$ cat src/rtl/fpu_sequencer.sv
// Issue controller for the multi-cycle FP units: latches one op, stalls the
// pipeline for the unit's fixed latency, then presents the result for one cycle.
module fpu_sequencer #(
    parameter int LAT_FADD  = 2,
    parameter int LAT_FMUL  = 2,
    parameter int LAT_FDIV  = 8,
    parameter int LAT_FSQRT = 8
) (
    input  logic        clk,
    input  logic        reset,
    input  logic        start,
    input  logic [3:0]  op,
    input  logic [4:0]  rd_in,
    input  logic [31:0] a_in,
    input  logic [31:0] b_in,
    input  logic        flush,
    input  logic [31:0] y_unit,
    output logic [3:0]  unit_op,
    output logic [31:0] unit_a,
    output logic [31:0] unit_b,
    output logic        stall,
    output logic        done,
    output logic [31:0] result,
    output logic [4:0]  rd_out
);

    typedef enum logic [1:0] {IDLE, RUN, DONE} state_t;

    state_t      state, state_nxt;
    logic [3:0]  cnt;
    logic [4:0]  rd_lat;
    logic        op_fp, accept;

    function automatic logic [3:0] lat_m1(input logic [3:0] o);
        case (o)
            4'b1000, 4'b1001: lat_m1 = 4'(LAT_FADD - 1);
            4'b1010:          lat_m1 = 4'(LAT_FMUL - 1);
            4'b1011:          lat_m1 = 4'(LAT_FDIV - 1);
            default:          lat_m1 = 4'(LAT_FSQRT - 1);
        endcase
    endfunction

    assign op_fp  = (op >= 4'b1000) && (op <= 4'b1100);
    assign accept = start & op_fp & ~flush & ~reset & (state != RUN);

    always_comb begin
        state_nxt = state;
        case (state)
            IDLE:    if (accept) state_nxt = RUN;
            RUN:     if (flush) state_nxt = IDLE;
                     else if (cnt == 4'd0) state_nxt = DONE;
            DONE:    state_nxt = accept ? RUN : IDLE;
            default: state_nxt = IDLE;
        endcase
    end

    // Combinational stall freezes the issuing instruction in its own start cycle.
    assign stall = (state == RUN) | accept;
    assign done  = (state == DONE) & ~flush;

    always_ff @(posedge clk) begin
        if (reset) begin
            state   <= IDLE;
            cnt     <= 4'd0;
            rd_lat  <= 5'd0;
            unit_op <= 4'd0;
            unit_a  <= 32'd0;
            unit_b  <= 32'd0;
            result  <= 32'd0;
            rd_out  <= 5'd0;
        end else begin
            state <= state_nxt;
            if (accept) begin
                unit_op <= op;
                unit_a  <= a_in;
                unit_b  <= b_in;
                rd_lat  <= rd_in;
                cnt     <= lat_m1(op);
            end else if (state == RUN && !flush) begin
                if (cnt != 4'd0) begin
                    cnt <= cnt - 4'd1;
                end else begin
                    result <= y_unit;
                    rd_out <= rd_lat;
                end
            end
        end
    end

endmodule

$ cat config.mk
export PLATFORM = sky130hd
export DESIGN_NAME = fpu_sequencer
export DESIGN_NICKNAME = d
export VERILOG_FILES = /design/src/rtl/fpu_sequencer.sv
export SDC_FILE = /design/constraint.sdc
export NUM_CORES = 1
export LEC_CHECK = 0
export ABC_CLOCK_PERIOD_IN_PS = 2000
export BUFFER_PORTS_ARGS = -buffer_cell sky130_fd_sc_hd__buf_2
export CORE_ASPECT_RATIO = 1.4
export CORE_MARGIN = 8
export CORE_UTILIZATION = 40
export CTS_CLUSTER_SIZE = 30
export DETAILED_ROUTE_END_ITERATION = 7
export GPL_TIMING_DRIVEN = 1
export HOLD_SLACK_MARGIN = 0.02
export PLACE_DENSITY = 0.72
export RECOVER_POWER = 100
export SYNTH_ARGS = -nofsm -noshare
export SYNTH_HDL_FRONTEND = slang
export SYNTH_SLANG_ARGS = --single-unit
export TNS_END_PERCENT = 50
$ cat constraint.sdc
create_clock -name clk -period 2 [get_ports clk]
set_clock_uncertainty 0.05 [all_clocks]
set_input_delay 0.2 -clock clk [delete_from_list [all_inputs] [get_ports clk]]
set_output_delay 0.2 -clock clk [all_outputs]
set_load 0.005 [all_outputs]
# Yosys cells after proc, flatten, opt, wreduce, memory -nomap -nowiden
# Cells that the tools add are included.
# classes
addsub	1
order_cmp	2
eq_ne	8
muxes	9
bitwise	10
n_reduce_logical	12
# op_table
op	count
4-bit equality test (second input constant)	3
4-bit two-way mux	3
2-bit two-way mux	3
2-bit one-hot mux with 3 select lines	1
1-bit AND	5
4-bit greater-or-equal comparator (second input constant)	1
4-bit less-or-equal comparator (second input constant)	1
4-bit zero test	1
1-bit NOT	4
2-bit AND reduction	2
2-bit nonzero test	2
4-bit nonzero test	1
4-bit by 1-bit subtractor with 4-bit output (second input constant)	1
3-bit two-way mux	1
3-bit inequality test (second input constant)	1
3-bit AND reduction	1
3-bit OR reduction	1
2-bit by 1-bit equality test with 1-bit output (second input constant)	1
2-bit equality test (second input constant)	1
1-bit logical AND	2
2-bit zero test	1
2-bit by 1-bit inequality test with 1-bit output (second input constant)	1
2-bit inequality test (second input constant)	1
1-bit zero test	1
other kinds (2)	2
# word_totals
regBits	116
input_bits	109
out_inout_bits	107
word_cells	50

# Depth between registers and ports, before layout
# Gate-level depths: netlist of run 1.
# logic_depth
ltp_word	8
ltp_mapped	9

# Worst setup path before layout of run 1
# OpenSTA, ideal clock, no wires.
# synth_timing
path_kind	register to register
from	register cnt[0]
to	register rd_out[0]
setup_time_ns	0.135
arrival_time_ns	1.590
required_ns	1.815
setup_slack_ns	0.225
path_stages_with_launch	10
path_buffers	3
cell_sequence	dfxtp_1 > inv_1 > ha_1 > or3b_1 > buf_2 > nand2b_1 > buf_2 > buf_2 > nand2_1 > a21oi_2
# synth_via
elab_chain_cells	3
# synth_lines
item	line_no	rtl
from (decl)	30	logic [3:0] cnt;
from (signal assigned)	78	cnt <= lat_m1(op);
from (signal assigned)	81	cnt <= cnt - 4'd1;
4-bit nonzero test	80	if (cnt != 4'd0) begin
1-bit NOT (no source line)	--	
3-bit AND reduction (no source line)	--	
to (signal assigned)	84	rd_out <= rd_lat;
to (decl)	24	output logic [4:0] rd_out
# Every way passes these cells.
# A chain may end at the register's enable or synchronous reset.

# Final worst setup path of run 1
# layout_timing
from	register cnt[0]
to	register result[3]
# layout_via
elab_chain_cells	3
# layout_lines
item	line_no	rtl
4-bit nonzero test	80	
1-bit NOT (no source line)	--	
3-bit AND reduction (no source line)	--	
to (signal assigned)	83	result <= y_unit;
to (decl)	23	output logic [31:0] result,
# Every way passes these cells.

==> flow_metrics.tcl, run 1 <==
set metrics [dict create \
    final_util_pct 66.0 \
    leakage_uw 0.00260 \
    cp_max_fo 33 \
    max_stage_delay_ns 0.44 \
    seqPwrFrac_pct 42.1 \
    hold_viol_final 0 \
    antenna_found_initial 1 \
    critPathLaunchType "flop" \
    path_buf_inv 2 \
    setup_viol 0 \
    place_area_sq_mm 0.00533 \
    post-cts-setup-buffers 0 \
    dieArea_sq_mm 0.0140 \
    yosysUniqueCellTypes 31 \
    tightestPinTransition_ns 0.758 \
    worstPathRequired_ns 2.20 \
    dieWidth_microns 102 \
    nFillCells 854 \
    dp_hpwl_mm 9.09 \
    grt_max_degree 76 \
    grt_pass1_wl_mm 21.8 \
    cp.arrival_ns 2.08 \
    routedWlPerCell_microns 14.5 \
    synth_seq_cells 116 \
    routed_wl_mm 14.2 \
    swShare_pct 21.0 \
    maxCapViolations 0 \
    finalCritPeriodShare_pct 94.3 \
    synthCells 519 \
    port_buffers 215 \
    cts_max_path_buffers 2 \
    synthesis.area_sq_mm 0.00417 \
    core_area_sq_mm 0.0103 \
    period_needed_ns 1.89 \
    relSlewSlack_pct 49.5 \
    max_freq_ghz 0.530 \
    outcome "finished, final reports clean" \
    place_congestion 0.771 \
    rows 44 \
    crit_type "reg -> reg" \
    crit_slowest_cell "or3b_1" \
    postRouteAntennaNets 0 \
    final.setup.tns_ns 0 \
    area_growth_pct 62.8 \
    first_pass_iters 4 \
    power.share.clock_pct 50.4 \
    power_uw 5600 \
    net-switching-power_uw 1180 \
    setup_slack_ns 0.114 \
    start_util_pct 40.5 \
    drtIter0Drc 173 \
    internal_power_uw 4430 \
    vias_per_cell 4.77 \
    slew_viol_final 0 \
    end_kind "flop" \
    first_global_vias 4624 \
    power_density_mw_per_mm2 825 \
    fin_nets 938 \
    hp-class "in -> reg" \
    vias 4664 \
    ir_drop_v 0.000639 \
    clock_tree.root_cell "clkbuf_16" \
    cts.clk_slew.worst_paths_ns 0.05 \
    place_ws_ns 0.0956 \
    final_area_sq_mm 0.00679 \
    cts_tree "yes" \
    yosysSeqAreaShare_pct 55.7 \
    rsz0062_at_grt "false" \
    fp.dieH_microns 137 \
    drc_errors 0 \
    clk_latency_ns 0.40 \
    syn_nets 630 \
    drive_above_1_share_pct 19.7 \
    crit_family "simple AND/OR/NAND/NOR gates" \
    io_pins 216 \
    synth_warnings 0 \
    path_cells "inv_1 -> ha_1 -> or3b_1 -> nand2b_2 -> buf_6 -> nand2_1 -> a21oi_1" \
    syn-mean-instance-area_sq_um 8.04 \
    cts_sinks 116 \
    r2r_setup_slack_ns 0.11 \
    cts_buffers 17 \
    h-tree-depth 4 \
    groute.usage.overall_pct 19.8 \
    combPwrFrac_pct 7.5 \
    globalRouteOverflowTotal 0 \
]
[worst register-to-register path, cell delays in order (launching register included)]
cell and delay, ns:
dfxtp_1 0.31, inv_1 0.11, ha_1 0.15, or3b_1 0.44, nand2b_2 0.29, buf_6 0.22, nand2_1 0.10, a21oi_1 0.07
[cell families after synthesis]
logic type      synth area share (%)
simple gates                    23.3
fa+ha+maj                      0.600
buf+inv                         5.01
compound gates                  14.5
flops                           55.7
xor+xnor                       0.630
mux                            0.270
[synthesized netlist by cell type]
| cell type | n | share of area [%] |
|---|---|---|
| mux2_2 | 1 | 0.27 |
| nor2_1 | 4 | 0.36 |
| nand4bb_1 | 1 | 0.27 |
| o21a_1 | 1 | 0.18 |
| o31ai_1 | 1 | 0.18 |
| or3_1 | 1 | 0.15 |
| clkbuf_1 | 17 | 1.5 |
| a211oi_1 | 1 | 0.18 |
| nand2_1 | 221 | 20 |
| buf_2 | 11 | 1.3 |
| xor2_1 | 2 | 0.42 |
| ha_1 | 2 | 0.60 |
| buf_1 | 1 | 0.090 |
| buf_6 | 3 | 0.81 |
| and3_1 | 1 | 0.15 |
| and4bb_1 | 1 | 0.30 |
| nor3b_2 | 1 | 0.30 |
| a21oi_1 | 106 | 13 |
| buf_4 | 6 | 1.1 |
| a21oi_2 | 5 | 1.0 |
| or3b_1 | 1 | 0.21 |
| nor3b_1 | 1 | 0.18 |
| nand2b_1 | 2 | 0.30 |
| nor3_4 | 1 | 0.39 |
| o21ai_0 | 2 | 0.24 |
| inv_1 | 2 | 0.18 |
| dfxtp_1 | 116 | 56 |
| xnor2_1 | 1 | 0.21 |
| nor3_1 | 2 | 0.24 |
| nand3b_1 | 1 | 0.18 |
| nand3_1 | 3 | 0.36 |
[cell usage in the layout (no fill, tap or decap), types with 2 or more instances in the layout]
master         count
nand2_1          221
buf_2            119
dfxtp_1          116
a21oi_1          108
dlygate4sd3_1    104
clkbuf_1          97
clkbuf_16         17
clkinv_2           6
nor2_1             4
buf_4              4
a21oi_2            3
clkinvlp_4         3
diode_2            2
inv_1              2
o21ai_0            2
nand3_1            2
xor2_1             2
nor3_1             2
ha_1               2
bufinv_16          2
buf_12             2
[power by group through the flow]
stage,logic [uW],clock network [uW],registers (uW)
2_1_floorplan,105,0,2410
5_1_grt,459,2990,2360
6_report,423,2820,2360
3_5_place_dp,261,0,2400
4_1_cts,421,2870,2360
3_3_place_gp,255,0,2400
[worst paths after layout]
| path | startpoint | endpoint | depth (start not counted) |
|---|---|---|---|
| hold / removal | op[3] | cnt[1] | 4 |
| setup / recovery | cnt[0] | result[3] | 7 |
| hold reg to reg | unit_a[8] | unit_a[8] | 2 |
| setup reg to reg | cnt[0] | result[3] | 7 |
[registers in the layout, summed over array words and instances, names as in the netlist]
register,cells
state,2
rd_lat,5
cnt,4
unit_b,32
unit_a,32
unit_op,4
result,32
rd_out,5
[through the flow]
step | instances | hold WS [ns]
global placement | 842 | 0.388
floorplan | 519 | 0.286
finish | 978 | 0.123
detailed placement | 842 | 0.394
global route | 977 | 0.161
CTS | 976 | 0.112
[per-layer routing]
metal	track usage, %	routed length, microns	vias to the layer above
met4	11.4	492	0
met3	5.70	1010	37
met2	35.3	7510	188
met1	19.8	5190	2152
li1	-	-	2287
met5	0	0	-
[layout make-up]
type | instances | area [sq um] | share of cell area, %
Antenna cell | 2 | 5.00 | 0.0737
Clock buffer | 19 | 443 | 6.52
Clock inverter | 11 | 113 | 1.66
Inverter | 2 | 7.51 | 0.111
Multi-Input combinational cell | 363 | 1650 | 24.2
Sequential cell | 116 | 2320 | 34.2
Tap cell | 138 | 173 | 2.54
Timing Repair Buffer | 327 | 2080 | 30.7
[timing repair]
action                     CTS  global route
setup endpoints to repair    0            19
hold endpoints to repair   104             0
hold buffers               104             0
resized for setup            0             2
Note: power is estimated with default switching activity, not from simulation.
==> inputs of run 2 (changes only) <==
--- a/config.mk
+++ b/config.mk
@@ -18,2 +18,3 @@
 export RECOVER_POWER = 100
+export REMOVE_ABC_BUFFERS = 1
 export SYNTH_ARGS = -nofsm -noshare
--- a/constraint.sdc
+++ b/constraint.sdc
@@ -4,2 +4,2 @@
 set_output_delay 0.2 -clock clk [all_outputs]
-set_load 0.005 [all_outputs]
+set_load 0.1 [all_outputs]
==> flow_metrics.tcl, run 2 (synthesized netlist as in run 1, its figures left out) <==
set metrics [dict create \
    outcome "finished, final reports clean" \
    highest_layer "met4" \
    power.share.clock_pct 49.6 \
    hp-class "in -> reg" \
    tightestPinTransition_ns 0.880 \
    path_buf_inv 3 \
    place_congestion 0.835 \
    port_buffers 215 \
    rsz0062_at_grt "true" \
    path_cells "dlygate4sd3_1 -> clkbuf_1 -> o21a_1 -> o21ai_0 -> clkbuf_4" \
    net-switching-power_uw 1460 \
    crit_family "buffers and inverters" \
    core_area_sq_mm 0.0103 \
    start_util_pct 40.5 \
    combPwrFrac_pct 10.4 \
    vias_per_cell 4.86 \
    vias 4752 \
    dieWidth_microns 102 \
    fin_nets 937 \
    hold_viol_final 0 \
    post-cts-setup-buffers 0 \
    fp.dieH_microns 137 \
    drtIter0Drc 204 \
    relSlewSlack_pct 41.4 \
    clock_tree.root_cell "clkbuf_16" \
    max_freq_ghz 0.521 \
    critPathLaunchType "primary input" \
    routed_wl_mm 15.0 \
    cts_max_path_buffers 2 \
    globalRouteOverflowTotal 0 \
    cts_sinks 116 \
    area_growth_pct 66.0 \
    instances_no_fill 977 \
    internal_power_uw 4430 \
    period_needed_ns 1.92 \
    ir_drop_v 0.000659 \
    met1_length_mm 5.58 \
    grt_pass1_wl_mm 23.0 \
    antenna_found_initial 0 \
    most-common-layout-cells "nand2_1, dfxtp_1, a21oi_1, buf_2, clkbuf_2" \
    cts.clk_slew.worst_paths_ns 0.05 \
    leakage_uw 0.00292 \
    dp_hpwl_mm 9.28 \
    largest_registers "result x32, unit_a x32, unit_b x32" \
    timing.hold.ws_ns 0.0480 \
    placed_cells 842 \
    end_kind "output pin" \
    slew_viol_final 0 \
    seqPwrFrac_pct 40.0 \
    cts_buffers 17 \
    antenna_cells 0 \
    swShare_pct 24.7 \
    maxCapViolations 0 \
    routedWlPerCell_microns 15.4 \
    crit_type "in -> out" \
    cp.arrival_ns 1.67 \
    worstPathRequired_ns 1.75 \
    crit_slowest_cell "dlygate4sd3_1" \
    finalCritPeriodShare_pct 96.0 \
    power_density_mw_per_mm2 851 \
    final.setup.tns_ns 0 \
    mostFrequentLayoutCell "nand2_1" \
    drive_above_1_share_pct 31.3 \
    drc_errors 0 \
    io_pins 216 \
    dieArea_sq_mm 0.0140 \
    wl_met3_mm 1.34 \
    postRouteAntennaNets 0 \
    clk_latency_ns 0.40 \
    grt_max_degree 85 \
    h-tree-depth 4 \
    wl_met2_mm 7.68 \
    rows 44 \
    cts_tree "yes" \
    first_pass_iters 4 \
    setup_viol 0 \
    max_stage_delay_ns 0.54 \
    groute.usage.overall_pct 20.9 \
    cp_max_fo 4 \
    first_global_vias 4766 \
]
run 2: cell count changes in the layout (fill, tap and decap cells not counted), sizes merged:
cell         before  now
diode             2    0
clkinvlp          3    4
clkinv            6    7
dlygate4sd3     104  103
inv               2    4
clkbuf          116  126
buf             126  114
run 2: path summary, 6_finish.rpt:
path	to	slack, ns	cells after the start	start
setup / recovery	stall	0.08	5	op[0]
setup reg to reg	result[28]	0.10	7	cnt[0]
hold reg to reg	unit_b[18]	0.40	2	unit_b[18]
hold / removal	rd_lat[3]	0.05	3	rd_in[3]
run 2: per-stage QoR:
step	instance area (sq um)	setup WS, ns	total power (uW)	utilization (%)
2_1_floorplan	3970	-0.786	2650	-
3_3_place_gp	5340	0.211	2850	51.8
3_5_place_dp	5340	0.125	2850	51.8
4_1_cts	6950	0.0366	5940	67.5
5_1_grt	6930	-0.0245	6100	67.3
6_report	6930	0.0799	5890	67.3
run 2: what timing repair did:
item / CTS / global route
resized for setup: 0 / 2
hold endpoints to repair: 103 / 0
hold buffers: 103 / 0
setup endpoints to repair: 0 / 3
run 2: worst min-delay path, stage by stage:
cell and delay, ns:
buf_2 0.11, nand2_1 0.08, a21oi_1 0.06
run 2: power by group through the flow:
stage | clock network [uW] | registers, uW | logic [uW]
final | 2920 | 2360 | 615
after floorplan | 0 | 2580 | 70.3
after global routing | 3100 | 2360 | 648
after detailed placement | 0 | 2400 | 448
after global placement | 0 | 2400 | 444
after CTS | 2970 | 2360 | 606
run 2: final cells by class:
class / instances / area [sq um]
multi-input cells: 363 / 1650
well taps: 138 / 173
fillers: 760 / 3370
flip-flops and latches: 116 / 2320
clock inverters: 15 / 158
inverters: 2 / 7.51
repair buffers: 326 / 2190
clock buffers: 17 / 425
run 2: routing by layer:
metal | global-route usage, % | vias to the layer above
li1 | - | 2288
met1 | 21.6 | 2195
met2 | 36.1 | 230
met3 | 7.38 | 39
met4 | 10.9 | 0
met5 | 0 | -
